`src/rtl/des_pkg.sv`:
```
// -----------------------------------------------------------------------------
// des_pkg
// Shared types and constants for the DES core arbiter and its helpers.
//   DES_BLK_W / DES_KEY_W : block and key widths of the DES core
//   MAX_REQ               : largest requester count supported by the helpers
//   WD_W                  : watchdog counter width (covers timeouts up to 1023)
//   des_mode_e            : encrypt / decrypt selector
//   arb_state_e           : arbiter FSM states
//   get_slice64()         : extracts requester idx's 64-bit field from a packed bus
// -----------------------------------------------------------------------------
package des_pkg;

    localparam int DES_BLK_W = 64;
    localparam int DES_KEY_W = 64;
    localparam int MAX_REQ   = 4;
    localparam int SEL_W     = $clog2(MAX_REQ);
    localparam int EXT_W     = MAX_REQ * 64;
    localparam int WD_W      = 10;

    typedef enum logic {
        DES_ENC = 1'b0,
        DES_DEC = 1'b1
    } des_mode_e;

    typedef enum logic [1:0] {
        IDLE,
        ISSUE,
        WAIT,
        RESP
    } arb_state_e;

    // Callers zero-extend their packed bus to EXT_W so one helper serves
    // every requester count.
    function automatic logic [63:0] get_slice64(input logic [EXT_W-1:0] vec,
                                                input logic [SEL_W-1:0] idx);
        return vec[idx*64 +: 64];
    endfunction

endpackage

```
`src/rtl/des_rr_picker.sv`:
```
// -----------------------------------------------------------------------------
// des_rr_picker
// Purely combinational round-robin picker. Searches req upward starting at
// last_grant+1 with wrap; last_grant itself has the lowest priority.
//   req        : request vector
//   last_grant : index of the most recently served requester
//   grant      : one-hot pick (all zero when req is zero)
//   idx        : binary index of the pick (0 when req is zero)
// -----------------------------------------------------------------------------
module des_rr_picker
    import des_pkg::*;
#(
    parameter int NUM_REQ = 2,
    parameter int IDX_W   = $clog2(NUM_REQ)
) (
    input  logic [NUM_REQ-1:0] req,
    input  logic [IDX_W-1:0]   last_grant,
    output logic [NUM_REQ-1:0] grant,
    output logic [IDX_W-1:0]   idx
);

    always_comb begin
        // NOTE: every output gets a default before the loop, so no path
        // leaves a value unassigned and no latch is inferred.
        grant = '0;
        idx   = '0;
        // Walk from the lowest priority (k = NUM_REQ, i.e. last_grant) to the
        // highest (k = 1); the last hit overwrites earlier ones, so the
        // closest requester after last_grant wins.
        for (int k = NUM_REQ; k >= 1; k--) begin
            if (req[IDX_W'((int'(last_grant) + k) % NUM_REQ)]) begin
                grant = '0;
                grant[IDX_W'((int'(last_grant) + k) % NUM_REQ)] = 1'b1;
                idx   = IDX_W'((int'(last_grant) + k) % NUM_REQ);
            end
        end
    end

endmodule

```
`src/rtl/des_core_arbiter.sv`:
```
// -----------------------------------------------------------------------------
// des_core_arbiter
// Shares one DES core among NUM_REQ requesters. Round-robin acceptance, one
// operation in flight, single-cycle issue strobe, watchdog on the result and
// a response returned on the winner's channel.
//   clk_in, rst_in            : clock, asynchronous active-high reset
//   req_valid/ready/data/key/mode : per-requester request channel (64-bit
//                               fields packed as requester i at [64i+63:64i])
//   rsp_valid/ready           : per-requester response handshake
//   rsp_data, rsp_err         : shared result; rsp_err=1 marks a timeout
//   des_*                     : DES core interface
//   busy                      : high whenever an operation is in progress
// -----------------------------------------------------------------------------
module des_core_arbiter
    import des_pkg::*;
#(
    parameter int NUM_REQ        = 2,
    parameter int TIMEOUT_CYCLES = 64,
    parameter bit VERIFY_EN      = 1'b1
) (
    input  logic                    clk_in,
    input  logic                    rst_in,
    input  logic [NUM_REQ-1:0]      req_valid,
    output logic [NUM_REQ-1:0]      req_ready,
    input  logic [NUM_REQ*64-1:0]   req_data,
    input  logic [NUM_REQ*64-1:0]   req_key,
    input  logic [NUM_REQ-1:0]      req_mode,
    output logic [NUM_REQ-1:0]      rsp_valid,
    input  logic [NUM_REQ-1:0]      rsp_ready,
    output logic [DES_BLK_W-1:0]    rsp_data,
    output logic                    rsp_err,
    output logic [DES_BLK_W-1:0]    des_data_in,
    output logic [DES_KEY_W-1:0]    des_key_in,
    output logic                    des_mode_in,
    output logic                    des_verify_in,
    output logic                    des_in_valid,
    input  logic                    des_ready,
    input  logic                    des_out_valid,
    input  logic [DES_BLK_W-1:0]    des_data_out,
    output logic                    busy
);

    localparam int              IDX_W   = $clog2(NUM_REQ);
    localparam logic [WD_W-1:0] WD_LAST = WD_W'(TIMEOUT_CYCLES - 1);

    arb_state_e          state;
    logic [IDX_W-1:0]    last_grant;
    logic [IDX_W-1:0]    owner;
    logic [IDX_W-1:0]    pick_idx;
    logic [NUM_REQ-1:0]  pick_grant;
    logic [WD_W-1:0]     wd_cnt;
    des_mode_e           mode_q;
    logic                accept;
    logic [EXT_W-1:0]    data_ext;
    logic [EXT_W-1:0]    key_ext;

    assign data_ext = EXT_W'(req_data);
    assign key_ext  = EXT_W'(req_key);

    des_rr_picker #(
        .NUM_REQ (NUM_REQ),
        .IDX_W   (IDX_W)
    ) u_picker (
        .req        (req_valid),
        .last_grant (last_grant),
        .grant      (pick_grant),
        .idx        (pick_idx)
    );

    // Offer a grant only in IDLE with the core able to take work. rst_in
    // masks this combinational path so every output reads 0 during reset.
    assign req_ready   = (state == IDLE && des_ready && !rst_in) ? pick_grant : '0;
    assign accept      = |(req_valid & req_ready);
    assign busy        = (state != IDLE);
    assign des_mode_in = mode_q;

    // The latched data/key/mode registers double as the core-facing outputs:
    // they load on acceptance, are valid during ISSUE and hold afterwards.
    always_ff @(posedge clk_in or posedge rst_in) begin
        // NOTE: sequential state uses non-blocking assignments so every
        // register samples pre-edge values regardless of statement order.
        if (rst_in) begin
            state         <= IDLE;
            last_grant    <= IDX_W'(NUM_REQ - 1);
            owner         <= '0;
            wd_cnt        <= '0;
            des_data_in   <= '0;
            des_key_in    <= '0;
            mode_q        <= DES_ENC;
            des_verify_in <= 1'b0;
            des_in_valid  <= 1'b0;
            rsp_valid     <= '0;
            rsp_data      <= '0;
            rsp_err       <= 1'b0;
        end else begin
            case (state)
                IDLE: begin
                    if (accept) begin
                        owner         <= pick_idx;
                        des_data_in   <= get_slice64(data_ext, SEL_W'(pick_idx));
                        des_key_in    <= get_slice64(key_ext, SEL_W'(pick_idx));
                        mode_q        <= des_mode_e'(req_mode[pick_idx]);
                        des_in_valid  <= 1'b1;
                        des_verify_in <= VERIFY_EN;
                        state         <= ISSUE;
                    end
                end

                ISSUE: begin
                    des_in_valid  <= 1'b0;
                    des_verify_in <= 1'b0;
                    wd_cnt        <= '0;
                    state         <= WAIT;
                end

                WAIT: begin
                    wd_cnt <= wd_cnt + 1'b1;
                    // A result on the timeout cycle still wins.
                    if (des_out_valid) begin
                        rsp_data  <= des_data_out;
                        rsp_err   <= 1'b0;
                        rsp_valid <= NUM_REQ'(1) << owner;
                        state     <= RESP;
                    end else if (wd_cnt == WD_LAST) begin
                        rsp_data  <= '0;
                        rsp_err   <= 1'b1;
                        rsp_valid <= NUM_REQ'(1) << owner;
                        state     <= RESP;
                    end
                end

                RESP: begin
                    if (rsp_ready[owner]) begin
                        rsp_valid  <= '0;
                        last_grant <= owner;
                        state      <= IDLE;
                    end
                end

                default: state <= IDLE;
            endcase
        end
    end

endmodule

```
`config.mk`:
```
export PLATFORM = sky130hd
export DESIGN_NAME = des_core_arbiter
export DESIGN_NICKNAME = d
export VERILOG_FILES = /design/src/rtl/des_pkg.sv /design/src/rtl/des_rr_picker.sv /design/src/rtl/des_core_arbiter.sv
export SDC_FILE = /design/constraint.sdc
export NUM_CORES = 1
export LEC_CHECK = 0
export CAP_MARGIN = 20
export CORE_AREA = 10 10 199 201
export CTS_BUF_LIST = sky130_fd_sc_hd__clkbuf_4 sky130_fd_sc_hd__clkbuf_8 sky130_fd_sc_hd__clkbuf_16
export CTS_CLUSTER_DIAMETER = 120
export DETAILED_ROUTE_END_ITERATION = 7
export DIE_AREA = 0 0 209 211
export SYNTH_ARGS = -nofsm -noshare
export SYNTH_HDL_FRONTEND = slang
export SYNTH_SLANG_ARGS = --single-unit
```
`constraint.sdc`:
```
create_clock -name clk_in -period 7.1 [get_ports clk_in]
set_input_delay 1.42 -clock clk_in [delete_from_list [all_inputs] [get_ports clk_in]]
set_output_delay 1.42 -clock clk_in [all_outputs]
set_load 0.05 [all_outputs]
```
==> results.cfg, run 1 <==
[run_status]
status = completed

[logic_synthesis]
ys_types = 36
avgSynthCellArea_um2 = 11.3
ys_seq_elements = 211
syn_nets = 1146
yosysSeqAreaShare = 0.578
yosys-top-cells-area = dfrtp_1 (58%), mux2i_1 (15%), o21ai_0 (7.4%)
synth_ff_type = dfrtp_1
synth_async_sr_flop_share = 1.00
synth_top_cell_by_area = dfrtp_1
yosysWarnings = 0
syn_area_mm2 = 0.00913
yosysTopAreaCellShare = 0.576
syn_inst = 810
synth-edff-count = 0

[detailed_routing]
wire_per_inst_um = 21.2
drc = 0
drtAntennaViolNets = 0
drt_iter0_drc = 271
drt-total-wl_mm = 38.0
vias_per_cell = 4.45
drtPass1Iterations = 4
vias = 7973

[global_route]
antenna_found_initial = 2
grt_pass1_wl_mm = 55.8
overflow = 0
grt_max_degree = 126
first_global_vias = 8543
grt_usage = 0.164

[sta]
fmax_mhz = 198
tns_ns = 0
setup_viol = 0
hold-worst-slack_ns = 0.474
max_slew.worst_pin.slew_ns = 0.897
fin_skew_ns = 0.00673
period_share = 0.710
maxSlewViolCount = 0
rsz0062_at_grt = false
min_period_ns = 5.04
hold_violations = 0
maxSlewHeadroom = 0.402

[placed_design]
dpl.hpwl_mm = 29.5
gp_congestion = 0.809
numPlacedInstances = 1745
dpl_cell_area_mm2 = 0.0148
io_buffers = 528

[final_layout]
fin_nets = 1648
fin_area_mm2 = 0.0157
syn_to_final_growth_pct = 71.6
final_cells = 1790
final.fill_count = 3379
drive_gt1_frac = 0.0459
num_antenna_cells = 0

[job]
cap_violations = 0

[pwr]
power.net_switching_mw = 1.68
p_int_mw = 2.88
powerDensity_mw_per_mm2 = 291
p_seq_frac = 0.334
power_switching_share = 0.368
p_clk_frac = 0.289
ir_drop_uv = 292
comb_power_share = 0.377
leakagePower_nw = 6.92

[worst_setup_path]
cp_data_arrival_time_ns = 3.62
required_ns = 5.68
endpoint_kind = primary output
crit_fanout = 55
cp-start-kind = input port
critPathKind = input port to primary output

[clock_tree]
hold_buffers = 0
clock_latency_ns = 0.52
cts_tree = built
ctsRootBufferMaster = clkbuf_16
cts_buffer_depth = 3
cts_made_buffers = 25
numClockSinks = 211
post_cts_buffers = 0
clkTransAtPathRegs_ns = 0.06
htree_levels = 1
ctsResizeCount = 0

[die]
start_util = 0.258
core.rowCount = 69
die_w_um = 209
core_area_mm2 = 0.0354
ios = 531
die_area_mm2 = 0.0441
die_height_um = 211

[min_path]
hp-class = flop to flop
==> worst max-delay path, stage by stage <==
cell             delay, ns
clkdlybuf4s50_1       0.53
and4b_1               0.34
nand2_4               0.33
inv_1                 0.18
clkdlybuf4s50_1       0.82
==> registers in the layout, indices dropped and copies added (netlist names) <==
signal	flops
des_data_in	64
des_key_in	64
rsp_data	64
wd_cnt	10
rsp_valid	2
state	2
des_in_valid	1
des_mode_in	1
last_grant	1
owner	1
rsp_err	1
==> per-layer routing <==
layer	routed length, µm	vias up	track usage
met5	0	-	0
met4	314	0	0.0256
met3	3810	28	0.0665
met2	18800	360	0.283
met1	15100	3731	0.189
li1	-	3854	-
==> path summary, 6_finish.rpt <==
path	cells after the start	to	start	slack, ns
setup / recovery	5	req_ready[0]	req_valid[0]	2.06
hold / removal	2	des_key_in[16]$_DFFE_PP0P_	des_key_in[16]$_DFFE_PP0P_	0.47
setup reg to reg	7	des_key_in[47]$_DFFE_PP0P_	state[0]$_DFFE_PP0P_	4.21
hold reg to reg	2	des_key_in[16]$_DFFE_PP0P_	des_key_in[16]$_DFFE_PP0P_	0.47
max in group asynchronous	3	des_data_in[33]$_DFFE_PP0P_	rst_in	4.43
min in group asynchronous	2	des_key_in[4]$_DFFE_PP0P_	rst_in	1.40
==> logic make-up after synthesis <==
group           after synthesis  share of synthesized area
other cells                   1                   0.000411
buf+inv                      71                     0.0371
flops                       211                      0.578
simple gates                172                     0.0777
xor+xnor                      5                    0.00480
compound gates              210                      0.146
mux                         134                      0.147
fa+ha+maj                     6                    0.00822
==> power groups by stage <==
stage	Clock, mW	Combinational, mW	Sequential [mW]
2_1_floorplan	0	0.441	2.13
3_3_place_gp	0	1.73	1.53
3_5_place_dp	0	1.74	1.52
4_1_cts	1.37	1.74	1.52
5_1_grt	1.42	1.82	1.54
6_report	1.32	1.72	1.52
==> cell usage after synthesis (4+ instances only) <==
| cell type | count |
|---|---|
| clkbuf_1 | 31 |
| buf_6 | 6 |
| o21ai_0 | 135 |
| nor2_1 | 12 |
| mux2i_1 | 133 |
| buf_1 | 5 |
| dfrtp_1 | 210 |
| xor2_1 | 4 |
| inv_1 | 11 |
| nand2_1 | 139 |
| buf_2 | 16 |
| nand3_1 | 5 |
| ha_1 | 6 |
| a21oi_1 | 4 |
| nand4_1 | 4 |
| a22o_1 | 66 |
==> area by class of cell <==
cell class | instances | area, µm² | area share
clock inverters | 12 | 138 | 0.00879
repair buffers | 535 | 5380 | 0.344
flip-flops and latches | 211 | 5280 | 0.337
multi-input cells | 528 | 3530 | 0.225
clock buffers | 32 | 709 | 0.0453
well taps | 461 | 577 | 0.0368
inverters | 11 | 45.0 | 0.00288
==> cells in the final DEF, fill, tap and decap left out, types with 5 or more instances in the layout <==
master           Yosys  layout
mux2i_1            133     133
o21ai_0            135     135
clkbuf_8             0       5
inv_1               11      10
ha_1                 6       6
clkbuf_16            0      25
dfrtp_1            210     210
a22o_1              66      66
nand2_1            139     138
nand3_1              5       5
clkinv_2             0       8
nor2_1              12      11
clkdlybuf4s50_1      0     528
==> stage by stage <==
stage	power, mW	utilization	setup WS [ns]
4_1_cts	4.63	0.442	2.03
5_1_grt	4.78	0.443	1.94
2_1_floorplan	2.57	-	2.94
6_report	4.56	0.443	2.06
3_5_place_dp	3.26	0.418	2.03
3_3_place_gp	3.26	0.418	2.04
Power figures use the tool's default switching activity.
==> run 2: changes to the inputs <==
- CORE_AREA: 10 10 199 201 -> 10 10 197 199
- DIE_AREA: 0 0 209 211 -> 0 0 207 209
- clock period: 7.1 -> 5.05 ns (I/O delays scaled with it)
==> run 2 against run 1 <==
Die area down 1.9%. Combinational power up 41%. Largest power group unchanged. Via count down 0.66%. Critical path depth unchanged.
==> results.cfg, run 2 (same netlist as run 1, synthesis figures left out) <==
[worst_setup_path]
path_depth = 5
critPathMaxStageDelay_ns = 0.82
endpoint_kind = primary output
critPathKind = input port to primary output
critPathTopFamily = buffers and inverters
crit_slowest_cell = clkdlybuf4s50_1
r2r_slack_ns = 2.44
crit_buf_inv = 3
crit_path_cell_trace = clkdlybuf4s50_1 -> and4b_1 -> nand2_4 -> inv_1 -> clkdlybuf4s50_1
crit_fanout = 3
regToRegStartpoint = state[0]$_DFFE_PP0P_
cp-start-kind = input port
cp_data_arrival_time_ns = 2.86
critPathCapture = req_ready[0]
reg2regPathDepth = 6
r2r_end = rsp_data[12]$_DFFE_PP0P_
required_ns = 4.04
cp_common_cell = clkdlybuf4s50_1
critical_path.startpoint = req_valid[0]

[clock_tree]
cts_tree = built
cts_made_buffers = 24
clkTransAtPathRegs_ns = 0.06
htree_levels = 1
cts_buffer_depth = 3
ctsResizeCount = 0
numClockSinks = 211
post_cts_buffers = 0
hold_buffers = 0
ctsRootBufferMaster = clkbuf_16
clock_latency_ns = 0.52

[sta]
fin_skew_ns = 0.0139
maxSlewHeadroom = 0.308
setup_viol = 0
fmax_mhz = 258
rsz0062_at_grt = false
tns_ns = 0
hold_violations = 0
max_slew.worst_pin.slew_ns = 1.04
period_share = 0.767
hold-worst-slack_ns = 0.477
min_period_ns = 3.87
setup_slack_ns = 1.18
maxSlewViolCount = 0

[die]
die_area_mm2 = 0.0433
die_height_um = 209
core_area_mm2 = 0.0351
start_util = 0.260
die_w_um = 207
core.rowCount = 69
ios = 531

[global_route]
grt_usage = 0.163
overflow = 0
grt_max_degree = 260
first_global_vias = 8525
antenna_found_initial = 3
grt_pass1_wl_mm = 55.6

[detailed_routing]
wire_per_inst_um = 20.6
drtAntennaViolNets = 0
drtPass1Iterations = 4
drt_iter0_drc = 390
drt-total-wl_mm = 36.8
drc = 0
vias = 7920
vias_per_cell = 4.42

[final_layout]
syn_to_final_growth_pct = 71.7
reg.largest.list = des_data_in: 64 flops, des_key_in: 64 flops, rsp_data: 64 flops
final_cell_mix = clkdlybuf4s50_1 (528), dfrtp_1 (210), nand2_1 (138)
final_common_cell = clkdlybuf4s50_1
final.fill_count = 3389
fin_nets = 1648
drive_gt1_frac = 0.0459
num_antenna_cells = 0

[pwr]
ir_drop_uv = 357
powerDensity_mw_per_mm2 = 408
finalPower_mw = 6.40
leakagePower_nw = 6.92

[placed_design]
dpl.hpwl_mm = 28.4
io_buffers = 528
gp_congestion = 0.846
dpl_worst_slack_ns = 1.16

[min_path]
hp-class = flop to flop

[run_status]
status = completed

[job]
cap_violations = 0
[run 2: cell count changes in the layout (fill, tap and decap cells not counted), sizes merged]
| cell | delta |
|---|---|
| clkinv | -3 |
| clkinvlp | +2 |
| buf | +1 |
[run 2: layout make-up]
| class | instances | area, µm² | area share |
|---|---|---|---|
| inverters | 11 | 45.0 | 0.00287 |
| well taps | 461 | 577 | 0.0368 |
| clock inverters | 11 | 138 | 0.00878 |
| multi-input cells | 528 | 3530 | 0.225 |
| flip-flops and latches | 211 | 5280 | 0.337 |
| clock buffers | 32 | 697 | 0.0445 |
| repair buffers | 536 | 5410 | 0.345 |
[run 2: report_power, final]
group	switching [mW]	internal (mW)	total (mW)
Combinational	1.47	0.957	2.43
Clock	0.716	1.12	1.84
Sequential	0.168	1.96	2.13
Total	2.36	4.04	6.40
[run 2: worst reg2reg max path, stage by stage (launching register included)]
cell	delay, ns
dfrtp_1	0.41
inv_1	0.13
ha_1	0.47
inv_1	0.19
nor2_4	0.61
buf_4	0.50
a22o_1	0.23
[run 2: worst min path at each step]
stage / start / endpoint / slack, ns / cells past startpoint
floorplan: wd_cnt[9]$_DFFE_PP0P_ / wd_cnt[9]$_DFFE_PP0P_ / 0.51 / 2
global placement: des_key_in[20]$_DFFE_PP0P_ / des_key_in[20]$_DFFE_PP0P_ / 0.46 / 2
detailed placement: des_key_in[12]$_DFFE_PP0P_ / des_key_in[12]$_DFFE_PP0P_ / 0.47 / 2
CTS: des_key_in[12]$_DFFE_PP0P_ / des_key_in[12]$_DFFE_PP0P_ / 0.48 / 2
global route: des_data_in[61]$_DFFE_PP0P_ / des_data_in[61]$_DFFE_PP0P_ / 0.50 / 2
finish: des_data_in[21]$_DFFE_PP0P_ / des_data_in[21]$_DFFE_PP0P_ / 0.48 / 2
[run 2: metal layers]
metal / track usage / share of wire / vias up
met5: 0 / 0.00046 / -
met4: 0.0277 / 0.011 / 2
met3: 0.0707 / 0.10 / 31
met2: 0.279 / 0.49 / 338
met1: 0.188 / 0.40 / 3688
li1: - / - / 3861
[run 2: stage by stage]
| stage | area (µm²) | cells | utilization |
|---|---|---|---|
| global route | 15700 | 1790 | 0.447 |
| CTS | 15700 | 1790 | 0.447 |
| detailed placement | 14800 | 1747 | 0.423 |
| floorplan | 9130 | 810 | - |
| finish | 15700 | 1790 | 0.447 |
| global placement | 14800 | 1747 | 0.423 |
==> run 3: changes to the inputs <==
- CORE_AREA: 10 10 197 199 -> 10 10 199 201
- DIE_AREA: 0 0 207 209 -> 0 0 209 211
- clock period: 5.05 -> 3.4 ns (I/O delays scaled with it)
==> run 3 against run 2 <==
Clock skew is 0.0024 ns lower. Critical path depth fell by 1. First-iteration DRC count fell by 29%. Utilization is 0.14 points higher. Global-route usage down 0.15 points. Critical path type is now flop to primary output. Critical endpoint is now busy. Largest cell class unchanged. Largest power group unchanged. Highest routed layer is now met4.
==> results.cfg, run 3 (same netlist as run 1, synthesis figures left out) <==
[die]
die_w_um = 209
ios = 531
core.rowCount = 69
core_area_mm2 = 0.0354
start_util = 0.258
die_height_um = 211
die_area_mm2 = 0.0441

[sta]
fin_skew_ns = 0.0116
min_period_ns = 2.89
maxSlewViolCount = 0
fmax_mhz = 347
hold_violations = 0
setup_viol = 0
max_slew.worst_pin.slew_ns = 0.730
period_share = 0.849
rsz0062_at_grt = false
hold-worst-slack_ns = 0.476
maxSlewHeadroom = 0.513

[job]
cap_violations = 0

[worst_setup_path]
reg2regPathDepth = 5
crit_buf_inv = 3
regToRegStartpoint = wd_cnt[0]$_DFFE_PP0P_
cp_common_cell = inv_1
critical_path.startpoint = state[0]$_DFFE_PP0P_
endpoint_kind = primary output
critPathMaxStageDelay_ns = 0.83
crit_path_cell_trace = inv_1 -> ha_1 -> inv_1 -> clkdlybuf4s50_1
cp-start-kind = flop
crit_fanout = 4
required_ns = 2.72
cp_data_arrival_time_ns = 2.21
r2r_slack_ns = 0.96
r2r_end = rsp_data[26]$_DFFE_PP0P_
crit_slowest_cell = clkdlybuf4s50_1
critPathTopFamily = buffers and inverters
critPathKind = flop to primary output

[clock_tree]
ctsResizeCount = 0
ctsRootBufferMaster = clkbuf_16
post_cts_buffers = 0
cts_made_buffers = 25
htree_levels = 1
cts_tree = built
clkTransAtPathRegs_ns = 0.06
cts_buffer_depth = 3
clock_latency_ns = 0.53
numClockSinks = 211
hold_buffers = 0

[placed_design]
numPlacedInstances = 1755
io_buffers = 528
gp_congestion = 0.799
dpl.hpwl_mm = 30.1

[pwr]
leakagePower_nw = 7.01
powerDensity_mw_per_mm2 = 613
ir_drop_uv = 578

[final_layout]
final.fill_count = 3375
drive_gt1_frac = 0.0538
regArea_mm2 = 0.00528
post-route-util = 0.449
final_cells = 1800
final_common_cell = clkdlybuf4s50_1
reg.largest.list = des_data_in: 64 flops, des_key_in: 64 flops, rsp_data: 64 flops
final_cell_mix = clkdlybuf4s50_1 (527), dfrtp_1 (210), nand2_1 (138)
syn_to_final_growth_pct = 73.9
multi_input_area_mm2 = 0.00353
fin_nets = 1657
num_antenna_cells = 0

[detailed_routing]
vias = 7995
drtPass1Iterations = 4
drt-total-wl_mm = 38.0
wire_per_inst_um = 21.1
vias_per_cell = 4.44
drc = 0
drtAntennaViolNets = 0
drt_iter0_drc = 276

[min_path]
hp-class = flop to flop
hold_path_depth = 2
min_to = des_key_in[15]$_DFFE_PP0P_
hp-start = des_key_in[15]$_DFFE_PP0P_

[run_status]
status = completed

[global_route]
grt_max_degree = 100
grt_pass1_wl_mm = 55.5
overflow = 0
grt_usage = 0.162
first_global_vias = 8445
antenna_found_initial = 1
## run 3: routing by layer
| layer | global-route usage | up-vias | share of wire |
|---|---|---|---|
| li1 | - | 3871 | - |
| met1 | 0.185 | 3737 | 0.39 |
| met2 | 0.281 | 353 | 0.49 |
| met3 | 0.0662 | 34 | 0.10 |
| met4 | 0.0283 | 0 | 0.012 |
| met5 | 0 | - | 0 |
## run 3: how the worst max path moves through the flow
stage / to / slack (ns) / cells after the start
floorplan: des_data_in[0]$_DFFE_PP0P_ / -0.02 / 1
global placement: req_ready[0] / 0.66 / 5
detailed placement: req_ready[0] / 0.65 / 5
CTS: busy / 0.46 / 4
global route: busy / 0.37 / 4
finish: busy / 0.51 / 4
## run 3: stage by stage
stage / setup slack (ns) / power, mW / instance area [µm²] / setup TNS, ns
global placement: 0.659 / 6.82 / 15000 / 0
CTS: 0.462 / 9.87 / 15900 / 0
detailed placement: 0.645 / 6.83 / 15000 / 0
floorplan: -0.0214 / 5.37 / 9130 / -4.49
finish: 0.514 / 9.73 / 15900 / 0
global route: 0.374 / 10.2 / 15900 / 0
## run 3: worst reg2reg max path: cells and delay by family, from the launching register on
| family | cells | cell delay [ns] |
|---|---|---|
| AOI/OAI and AO/OA | 2 | 0.79 |
| adders and majority gates | 1 | 0.24 |
| DFF | 1 | 0.39 |
| and+or+nand+nor | 2 | 0.91 |
## run 3: where the power goes
part	switching, mW	total, mW	leakage (nW)	internal, mW
clock network	1.13	2.95	0.433	1.83
logic	2.18	3.61	3.74	1.43
registers	0.259	3.17	2.84	2.91
total	3.57	9.73	7.01	6.16
## run 3: final cells by class
class / instances / area share
Clock buffer: 26 / 0.0403
Sequential cell: 211 / 0.333
Multi-Input combinational cell: 528 / 0.222
Inverter: 11 / 0.00284
Timing Repair Buffer: 544 / 0.349
Clock inverter: 19 / 0.0167
Tap cell: 461 / 0.0363
